File: config.mk
export PLATFORM = sky130hd
export DESIGN_NAME = i2s_tdm_transmitter
export DESIGN_NICKNAME = d
export VERILOG_FILES = /design/src/rtl/i2s_tdm_transmitter.sv
export SDC_FILE = /design/constraint.sdc
export NUM_CORES = 1
export LEC_CHECK = 0
export ABC_CLOCK_PERIOD_IN_PS = 3500
export CORE_ASPECT_RATIO = 0.9
export CORE_MARGIN = 4
export CORE_UTILIZATION = 50
export CTS_BUF_LIST = sky130_fd_sc_hd__clkbuf_16
export DETAILED_ROUTE_END_ITERATION = 8
export MAX_ROUTING_LAYER = met4
export PLACE_DENSITY = 0.74
export SETUP_SLACK_MARGIN = 0.15
export SLEW_MARGIN = 15
export SYNTH_ARGS = -nofsm -noshare
export SYNTH_HDL_FRONTEND = slang
export SYNTH_SLANG_ARGS = --single-unit
File: constraint.sdc
create_clock -name clk -period 3.5 [get_ports clk]
set_input_delay 0.525 -clock clk [delete_from_list [all_inputs] [get_ports clk]]
set_output_delay 0.525 -clock clk [all_outputs]
set_load 0.05 [all_outputs]
File: src/rtl/i2s_tdm_transmitter.sv
// Philips I2S/TDM transmitter: one-frame holding buffer (ready = !full), sd/ws registered on the sclk falling edge; slave sd lags sclkIn fall by 3 clk.
// Optional slave path (external sclkIn/wsIn, ws realignment) is compiled in by defining I2S_TX_SLAVE_EN.
module i2s_tdm_transmitter #(
  parameter int DATA_WIDTH     = 8,
  parameter int NUM_OF_CHANNEL = 2,
  parameter int SLOT_WIDTH     = 16,
  parameter int CLK_DIV        = 4
) (
  input  logic                                 clk,
  input  logic                                 rst,
  input  logic                                 enable,
  input  logic                                 txMaster,
  input  logic [NUM_OF_CHANNEL*DATA_WIDTH-1:0] frameData,
  input  logic                                 frameValid,
  output logic                                 frameReady,
  input  logic                                 sclkIn,
  input  logic                                 wsIn,
  output logic                                 sclkOut,
  output logic                                 wsOut,
  output logic                                 sd,
  output logic                                 underrun,
  output logic                                 busy
);
  localparam int FRAME = NUM_OF_CHANNEL * SLOT_WIDTH;
  localparam int FW    = NUM_OF_CHANNEL * DATA_WIDTH;
  localparam int BW    = (FRAME > 1) ? $clog2(FRAME) : 1;
  localparam int DIVW  = (CLK_DIV > 1) ? $clog2(CLK_DIV) : 1;
  localparam logic [BW-1:0]   BIT_LAST = BW'(FRAME - 1);
  localparam logic [DIVW-1:0] DIV_LAST = DIVW'(CLK_DIV - 1);
  localparam logic [DIVW-1:0] DIV_HALF = DIVW'(CLK_DIV / 2);

  typedef enum logic {IDLE, RUN} state_t;

  state_t          r_state;
  logic [DIVW-1:0] r_div;
  logic [BW-1:0]   r_bit_cnt;
  logic [FW-1:0]   r_buf;
  logic [FW-1:0]   r_frame;
  logic            r_buf_full;
  logic            r_sclk_out;
  logic            r_ws_out;
  logic            r_sd;
  logic            r_underrun;

  logic            w_master;
  logic            w_tick;
  logic            w_realign;
  logic            w_wrap;
  logic            w_load;
  logic            w_stop;
  logic            w_div_run;
  logic [DIVW-1:0] w_div_next;
  logic [FW-1:0]   w_frame_next;
  logic [BW-1:0]   w_cnt_next;

  function automatic logic f_sd_bit(input logic [FW-1:0] frame, input logic [BW-1:0] cnt);
    int            s;
    int            k;
    logic [FW-1:0] sh;
    s = int'(cnt) / SLOT_WIDTH;
    k = int'(cnt) % SLOT_WIDTH;
    if (k >= DATA_WIDTH) return 1'b0;
    sh = frame >> (s * DATA_WIDTH + DATA_WIDTH - 1 - k);
    return sh[0];
  endfunction

  // ws leads sd by one bit: it reflects the slot of the next bit position
  function automatic logic f_ws(input logic [BW-1:0] cnt);
    return ((int'(cnt) + 1) % FRAME) >= (FRAME / 2);
  endfunction

`ifdef I2S_TX_SLAVE_EN
  logic       r_sclk_s1;
  logic       r_sclk_s2;
  logic       r_sclk_d;
  logic       r_ws_s1;
  logic       r_ws_s2;
  logic [1:0] r_ws_hist;

  always_ff @(posedge clk or posedge rst) begin
    if (rst) begin
      r_sclk_s1 <= 1'b0;
      r_sclk_s2 <= 1'b0;
      r_sclk_d  <= 1'b0;
      r_ws_s1   <= 1'b0;
      r_ws_s2   <= 1'b0;
      r_ws_hist <= 2'b00;
    end else begin
      r_sclk_s1 <= sclkIn;
      r_sclk_s2 <= r_sclk_s1;
      r_sclk_d  <= r_sclk_s2;
      r_ws_s1   <= wsIn;
      r_ws_s2   <= r_ws_s1;
      if (!r_sclk_d && r_sclk_s2) r_ws_hist <= {r_ws_hist[0], r_ws_s2};
    end
  end

  assign w_master  = txMaster;
  assign w_tick    = w_master ? (r_div == DIV_LAST) : (r_sclk_d && !r_sclk_s2);
  assign w_realign = !w_master && (r_ws_hist == 2'b10);
`else
  logic w_unused;
  assign w_unused  = &{1'b0, txMaster, sclkIn, wsIn};
  assign w_master  = 1'b1;
  assign w_tick    = (r_div == DIV_LAST);
  assign w_realign = 1'b0;
`endif

  assign w_wrap       = (r_bit_cnt == BIT_LAST);
  assign w_load       = w_tick && (((r_state == RUN) && w_realign) || (w_wrap && enable));
  assign w_stop       = w_tick && (r_state == RUN) && w_wrap && !enable && !w_realign;
  assign w_div_run    = w_master && (enable || (r_state == RUN));
  assign w_div_next   = (!w_div_run || (r_div == DIV_LAST)) ? '0 : r_div + 1'b1;
  assign w_frame_next = !w_load ? r_frame : (r_buf_full ? r_buf : '0);
  assign w_cnt_next   = w_load ? '0 : r_bit_cnt + 1'b1;

  always_ff @(posedge clk or posedge rst) begin
    if (rst) begin
      r_state    <= IDLE;
      r_div      <= '0;
      r_bit_cnt  <= BIT_LAST;
      r_buf      <= '0;
      r_buf_full <= 1'b0;
      r_frame    <= '0;
      r_sclk_out <= 1'b0;
      r_ws_out   <= 1'b0;
      r_sd       <= 1'b0;
      r_underrun <= 1'b0;
    end else begin
      r_div      <= w_div_next;
      r_underrun <= w_load && !r_buf_full;
      // an accept coinciding with a load refills the buffer, so full wins over the load clear
      if (frameValid && !r_buf_full) begin
        r_buf      <= frameData;
        r_buf_full <= 1'b1;
      end else if (w_load) begin
        r_buf_full <= 1'b0;
      end
      if (w_stop) begin
        r_state   <= IDLE;
        r_bit_cnt <= BIT_LAST;
        r_sd      <= 1'b0;
        r_ws_out  <= 1'b0;
      end else if (w_tick && (w_load || (r_state == RUN))) begin
        r_state   <= RUN;
        r_bit_cnt <= w_cnt_next;
        r_frame   <= w_frame_next;
        r_sd      <= f_sd_bit(w_frame_next, w_cnt_next);
        r_ws_out  <= w_master && f_ws(w_cnt_next);
      end
      r_sclk_out <= w_master && (w_load || ((r_state == RUN) && !w_stop)) && (w_div_next >= DIV_HALF);
    end
  end

  assign frameReady = !r_buf_full;
  assign sclkOut    = r_sclk_out;
  assign wsOut      = r_ws_out;
  assign sd         = r_sd;
  assign underrun   = r_underrun;
  assign busy       = (r_state == RUN);

endmodule

==> run metrics, run 1 <==
Core ar.=0.00381 mm²; initial cell density of the core=0.535; highest metal layer used by the detailed router=met4; CTS tree=built; most used cells in the layout excluding fill and tap cells=sky130_fd_sc_hd__nand2_1 (44), sky130_fd_sc_hd__dfrtp_1 (40), sky130_fd_sc_hd__clkdlybuf4s50_1 (25); routed length on met2=1830 µm; starting DRC count in detailed routing=112; global placement routability congestion=0.814; DRT Pass-1 Iters=4; routed wire length per instance=14.3 µm; layout net count=241; Max Clock Freq=384 MHz; number of inserted diodes=0; cell count after synthesis=187; wire length of the first global-routing pass=6440 µm; Slew Viols, Final=0; total clock buffers created by CTS=5; largest fanout on the critical path=24; top cells by area, synth=sky130_fd_sc_hd__dfrtp_1 (49%), sky130_fd_sc_hd__mux2_2 (8.8%), sky130_fd_sc_hd__nand2_1 (8.1%); design internal power=1490 µW; metal1 wirelength=1660 µm; cell count after placement=253; clk buf depth=2; post-route DRC violation count=0; port buffer count=25; area leader, netlist=sky130_fd_sc_hd__dfrtp_1; clock transition time at the flip-flop clock pins of the worst setup and hold paths=0.06 ns; global route overflow=0; CTS Root Cell=sky130_fd_sc_hd__clkbuf_16; worst slew pin tran=0.976 ns; run status=completed; area of the mapped netlist=0.00204 mm²; sinks on the clock net=45; share of the cycle needed by the critical path after routing=0.743; VDD IR max=0.388 mV; Crit Path Category=flip-flop to flip-flop; number of antenna violations at the first check in global routing=0; combinational share of power=0.341; Layout area overhead=23.1%; I/O pin count=29; routed wire length=3720 µm; RSZ-0062 raised after global routing=no; DIE AREA=0.00516 mm²; number of max-cap violations=0; sequential element share of the synthesized area=0.556; number of buffers added to fix hold violations after cts=0; post-synth net total=214; kind of launch point of the worst setup path=flip-flop; die height=68.6 µm; Post-CTS Setup Bufs=0; number of hold violations in the final report=0; arrival time of the worst setup path=2.82 ns; required time of the critical path=3.72 ns; routed vias=1439; total power divided by cell area=886 mW/mm²; ratio of cells with drive above 1 in the final layout=0.181; count of non-filler cells in the finished layout=261; portion of total power attributed to sequential cells=0.420; Setup Viol. Count Final=0; Synth cell types=32; clock latency of the later-clocked register in the worst-skew pair=0.29 ns; gr usage total=0.174; fraction of post-synthesis cell area in the top cell type by area=0.491; Syn. warnings=0; kind of capture point of the worst setup path=flip-flop; post-synthesis sequential element count=45; Detail Placement HPWL=2710 µm; post-detailed-route count of antenna-violating nets=0; Avg Inst Size Synth=10.9 µm²; vias in the first global route=1412; leading cell type in the layout, fill and taps excluded=sky130_fd_sc_hd__nand2_1; switching fraction of total power=0.330; remaining max-slew budget at the tightest pin=0.349; aggregate negative setup slack=0 ns; clock share of power=0.239; leakage power=0.00119 µW; Resized Gates After CTS=0; fillcell total=284; net switching power of the design=734 µW; power after layout=2220 µW; H-tree levels=2; number of vias per cell after detailed routing=5.51; final critical-path required period=2.60 ns; horizontal extent of the die=75.3 µm; detailed route wirelength on metal3=206 µm; worst hold-check path type=flip-flop to flip-flop; maximum number of pins on one net before global-route repair=27; Row Count=21; skew final=0.00473 ns
routing by layer:
| metal | global-route usage | vias up |
|---|---|---|
| met4 | 0.0590 | 0 |
| met1 | 0.210 | 717 |
| met3 | 0.0681 | 5 |
| met2 | 0.270 | 30 |
| met5 | - | - |
| li1 | - | 687 |
through the flow:
| step | hold slack (ns) | cell area [µm²] | worst slack, ns | utilization |
|---|---|---|---|---|
| 2_1_floorplan | 0.419 | 2040 | 1.07 | - |
| 3_3_place_gp | 0.428 | 2340 | 0.966 | 0.614 |
| 3_5_place_dp | 0.446 | 2340 | 0.933 | 0.614 |
| 4_1_cts | 0.454 | 2510 | 0.910 | 0.658 |
| 5_1_grt | 0.479 | 2510 | 0.723 | 0.658 |
| 6_report | 0.453 | 2510 | 0.898 | 0.658 |
flip-flops by register name, summed over array words and instances, names as in the netlist:
name / flops
r_buf: 16
r_frame: 16
r_bit_cnt: 5
r_div: 2
busy: 1
r_buf_full: 1
sclkOut: 1
sd: 1
underrun: 1
wsOut: 1
kinds of logic after synthesis:
family,after synthesis,share of synthesized area
AOI/OAI and AO/OA,19,0.0571
xor gates and xnor gates,3,0.0129
adders and majority gates,4,0.0246
buffers and inverters,16,0.0338
DFF,45,0.556
muxes,20,0.136
and+or+nand+nor,80,0.179
power groups by stage:
| stage | combinational (µW) | sequential, µW | clock [µW] |
|---|---|---|---|
| 6_report | 756 | 933 | 532 |
| 5_1_grt | 842 | 963 | 567 |
| 4_1_cts | 763 | 930 | 547 |
| 3_3_place_gp | 734 | 923 | 0 |
| 3_5_place_dp | 758 | 938 | 0 |
| 2_1_floorplan | 558 | 936 | 0 |
cells in the mapped netlist:
library cell / n
sky130_fd_sc_hd__clkbuf_1: 6
sky130_fd_sc_hd__o21ai_0: 5
sky130_fd_sc_hd__o21ai_2: 1
sky130_fd_sc_hd__ha_1: 4
sky130_fd_sc_hd__mux4_1: 2
sky130_fd_sc_hd__buf_2: 4
sky130_fd_sc_hd__nand4_1: 1
sky130_fd_sc_hd__o31a_1: 1
sky130_fd_sc_hd__or2_2: 1
sky130_fd_sc_hd__and2_1: 1
sky130_fd_sc_hd__dfrtp_1: 40
sky130_fd_sc_hd__nand3_1: 17
sky130_fd_sc_hd__a21boi_0: 1
sky130_fd_sc_hd__inv_1: 5
sky130_fd_sc_hd__nor2_1: 2
sky130_fd_sc_hd__nand2b_1: 1
sky130_fd_sc_hd__and3_1: 5
sky130_fd_sc_hd__o22a_1: 1
sky130_fd_sc_hd__nor3_1: 3
sky130_fd_sc_hd__xor2_1: 2
sky130_fd_sc_hd__dfstp_2: 5
sky130_fd_sc_hd__nor2b_1: 3
sky130_fd_sc_hd__nand3_2: 1
sky130_fd_sc_hd__a32o_1: 1
sky130_fd_sc_hd__a21oi_1: 8
sky130_fd_sc_hd__mux4_2: 2
sky130_fd_sc_hd__xnor2_1: 1
sky130_fd_sc_hd__nand2_1: 44
sky130_fd_sc_hd__mux2_2: 16
sky130_fd_sc_hd__buf_4: 1
sky130_fd_sc_hd__a21o_1: 1
sky130_fd_sc_hd__nor3b_1: 1
worst max-delay path, stage by stage (launching register included):
cell and delay [ns]:
sky130_fd_sc_hd__dfstp_2 0.65, sky130_fd_sc_hd__ha_1 0.26, sky130_fd_sc_hd__and3_1 0.17, sky130_fd_sc_hd__ha_1 0.27
sky130_fd_sc_hd__nand3_2 0.11, sky130_fd_sc_hd__buf_4 0.23, sky130_fd_sc_hd__nand2_1 0.08, sky130_fd_sc_hd__ha_1 0.24
sky130_fd_sc_hd__nor2b_1 0.10, sky130_fd_sc_hd__o21ai_0 0.09, sky130_fd_sc_hd__o22a_1 0.22, sky130_fd_sc_hd__o21ai_2 0.11
cell type report:
class / count / area, µm² / area share
sequential: 45 / 1130 / 0.452
clock inverter: 3 / 42.5 / 0.0170
clock buffer: 5 / 125 / 0.0499
timing repair buffer: 31 / 295 / 0.118
inverter: 5 / 18.8 / 0.00749
multi-input combinational: 126 / 836 / 0.333
tap: 46 / 57.6 / 0.0230
path summary, 6_finish.rpt:
kind	from	end	slack [ns]	depth (start not counted)
min reg2reg	r_div[0]$_DFF_PP0_	r_div[0]$_DFF_PP0_	0.45	1
max in group asynchronous	rst	r_bit_cnt[3]$_DFFE_PP1P_	1.93	3
min in group asynchronous	rst	underrun$_DFF_PP0_	0.76	2
min	r_div[0]$_DFF_PP0_	r_div[0]$_DFF_PP0_	0.45	1
max	r_bit_cnt[0]$_DFFE_PP1P_	sd$_DFFE_PP0P_	0.90	11
max reg2reg	r_bit_cnt[0]$_DFFE_PP1P_	sd$_DFFE_PP0P_	0.90	11
(Power assumes the default switching activity.)
==> run 2, diff against run 1 <==
--- a/config.mk
+++ b/config.mk
@@ -5,10 +5,10 @@
 export SDC_FILE = /design/constraint.sdc
 export NUM_CORES = 1
 export LEC_CHECK = 0
-export ABC_CLOCK_PERIOD_IN_PS = 3500
+export ABC_CLOCK_PERIOD_IN_PS = 2380
 export CORE_ASPECT_RATIO = 0.9
 export CORE_MARGIN = 4
-export CORE_UTILIZATION = 50
+export CORE_UTILIZATION = 48
 export CTS_BUF_LIST = sky130_fd_sc_hd__clkbuf_16
 export DETAILED_ROUTE_END_ITERATION = 8
 export MAX_ROUTING_LAYER = met4
==> constraint.sdc (replaced) <==
create_clock -name clk -period 2.38 [get_ports clk]
set_input_delay 0.357 -clock clk [delete_from_list [all_inputs] [get_ports clk]]
set_output_delay 0.357 -clock clk [all_outputs]
set_load 0.05 [all_outputs]
==> run metrics, run 2 (synthesis gave the netlist of run 1 again) <==
Detail Placement HPWL=2690 µm; global route overflow=0; endpoint of the most critical register-to-register path=sd$_DFFE_PP0P_; switching fraction of total power=0.332; vias in the first global route=1474; maximum number of pins on one net before global-route repair=46; number of max-cap violations=0; design internal power=2310 µW; kind of launch point of the worst setup path=flip-flop; start point of the worst min-delay path=r_div[0]$_DFF_PP0_; number of inserted diodes=0; detailed route wirelength on metal3=201 µm; number of hold violations in the final report=0; number of vias per cell after detailed routing=5.54; total clock buffers created by CTS=5; share of the cycle needed by the critical path after routing=0.928; RSZ-0062 raised after global routing=yes; ratio of cells with drive above 1 in the final layout=0.246; combinational share of power=0.385; clk buf depth=2; H-tree levels=2; worst hold-check path type=flip-flop to flip-flop; CTS tree=built; skew final=0.00526 ns; port buffer count=25; Largest regs=r_buf (16), r_frame (16), r_bit_cnt (5); Crit Path Category=flip-flop to flip-flop; post-detailed-route count of antenna-violating nets=0; routed vias=1506; horizontal extent of the die=76.7 µm; most used cells in the layout excluding fill and tap cells=sky130_fd_sc_hd__nand2_1 (43), sky130_fd_sc_hd__dfrtp_1 (40), sky130_fd_sc_hd__clkdlybuf4s50_1 (25); post-route DRC violation count=0; I/O pin count=29; Row Count=22; remaining max-slew budget at the tightest pin=0.637; number of buffers added to fix hold violations after cts=0; highest metal layer used by the detailed router=met4; power after layout=3460 µW; leading cell type in the layout, fill and taps excluded=sky130_fd_sc_hd__nand2_1; die height=69.8 µm; number of antenna violations at the first check in global routing=0; reg-to-reg startpoint=r_bit_cnt[1]$_DFFE_PP1P_; Setup Viol. Count Final=0; net switching power of the design=1150 µW; metal1 wirelength=1700 µm; leakage power=0.00123 µW; VDD IR max=0.732 mV; routed wire length=4010 µm; initial cell density of the core=0.500; Core ar.=0.00407 mm²; kind of capture point of the worst setup path=flip-flop; worst slew pin tran=0.545 ns; arrival time of the worst setup path=2.42 ns; length in cells of the worst reg-to-reg path=11; FF-to-FF setup slack=0.17 ns; layout net count=250; fillcell total=304; Storage cell area=0.00113 mm²; clock share of power=0.222; portion of total power attributed to sequential cells=0.393; Layout area overhead=29.7%; Slew Viols, Final=0; final critical-path required period=2.21 ns; aggregate negative setup slack=0 ns; CTS Root Cell=sky130_fd_sc_hd__clkbuf_16; area of the multi-input gates=897 µm²; gr usage total=0.159; required time of the critical path=2.59 ns; Max Clock Freq=453 MHz; sinks on the clock net=45; clock transition time at the flip-flop clock pins of the worst setup and hold paths=0.06 ns; Hold Crit Depth=1; total power divided by cell area=1310 mW/mm²; largest fanout on the critical path=7; clock latency of the later-clocked register in the worst-skew pair=0.28 ns; global placement routability congestion=0.842; DIE AREA=0.00535 mm²; routed length on met2=2020 µm; routed wire length per instance=14.7 µm; run status=completed; wire length of the first global-routing pass=6590 µm; DRT Pass-1 Iters=4; starting DRC count in detailed routing=134; Min-Delay Endpoint=r_div[0]$_DFF_PP0_
-- run 2: worst max-delay path, stage by stage (launching register included) --
cell and delay [ns]:
sky130_fd_sc_hd__dfstp_2 0.57, sky130_fd_sc_hd__ha_4 0.16, sky130_fd_sc_hd__and3_4 0.18, sky130_fd_sc_hd__ha_4 0.17
sky130_fd_sc_hd__nand3_4 0.11, sky130_fd_sc_hd__buf_6 0.15, sky130_fd_sc_hd__nand2_4 0.06, sky130_fd_sc_hd__ha_4 0.20
sky130_fd_sc_hd__nor2b_1 0.10, sky130_fd_sc_hd__o21ai_1 0.07, sky130_fd_sc_hd__o22a_1 0.23, sky130_fd_sc_hd__o21ai_2 0.13
-- run 2: worst max path at each step --
stage | from | endpoint | slack, ns | cells after the start
after global routing | r_bit_cnt[1]$_DFFE_PP1P_ | wsOut$_DFFE_PP0P_ | 0.13 | 9
after detailed placement | r_bit_cnt[1]$_DFFE_PP1P_ | sd$_DFFE_PP0P_ | 0.14 | 10
after global placement | r_bit_cnt[1]$_DFFE_PP1P_ | sd$_DFFE_PP0P_ | 0.20 | 10
after floorplan | r_bit_cnt[0]$_DFFE_PP1P_ | sd$_DFFE_PP0P_ | 0.16 | 11
after CTS | r_bit_cnt[0]$_DFFE_PP1P_ | sd$_DFFE_PP0P_ | 0.18 | 10
final | r_bit_cnt[1]$_DFFE_PP1P_ | sd$_DFFE_PP0P_ | 0.17 | 11
-- run 2: per-stage QoR --
step | cell area (µm²) | util | hold WS, ns | std cells | setup WS (ns)
floorplan | 2080 | - | 0.419 | 187 | 0.158
global placement | 2390 | 0.588 | 0.432 | 257 | 0.205
detailed placement | 2390 | 0.588 | 0.446 | 257 | 0.142
CTS | 2590 | 0.636 | 0.454 | 269 | 0.180
global route | 2640 | 0.648 | 0.480 | 272 | 0.132
finish | 2640 | 0.648 | 0.447 | 272 | 0.172
-- run 2: power groups by stage --
stage | registers (µW) | clock network (µW) | logic [µW]
after floorplan | 1390 | 0 | 864
after global placement | 1340 | 0 | 1170
after detailed placement | 1370 | 0 | 1220
after CTS | 1360 | 783 | 1250
after global routing | 1400 | 816 | 1460
final | 1360 | 770 | 1330
-- run 2: area by class of cell --
| cell class | count | area share |
|---|---|---|
| Tap cell | 48 | 0.0227 |
| Sequential cell | 45 | 0.429 |
| Clock inverter | 3 | 0.0156 |
| Clock buffer | 5 | 0.0474 |
| Multi-Input combinational cell | 126 | 0.340 |
| Timing Repair Buffer | 40 | 0.139 |
| Inverter | 5 | 0.00711 |
-- run 2: metal layers --
metal	global-route usage	vias to the layer above
met5	-	-
met4	0.0563	0
met3	0.0455	9
met2	0.263	45
met1	0.185	740
li1	-	712
-- run 2: timing repair --
item,in CTS,in global routing
resized for setup,0,7
cloned,0,0
setup buffers,4,3
setup endpoints to repair,1,1
hold endpoints to repair,0,0
pin swaps,0,4
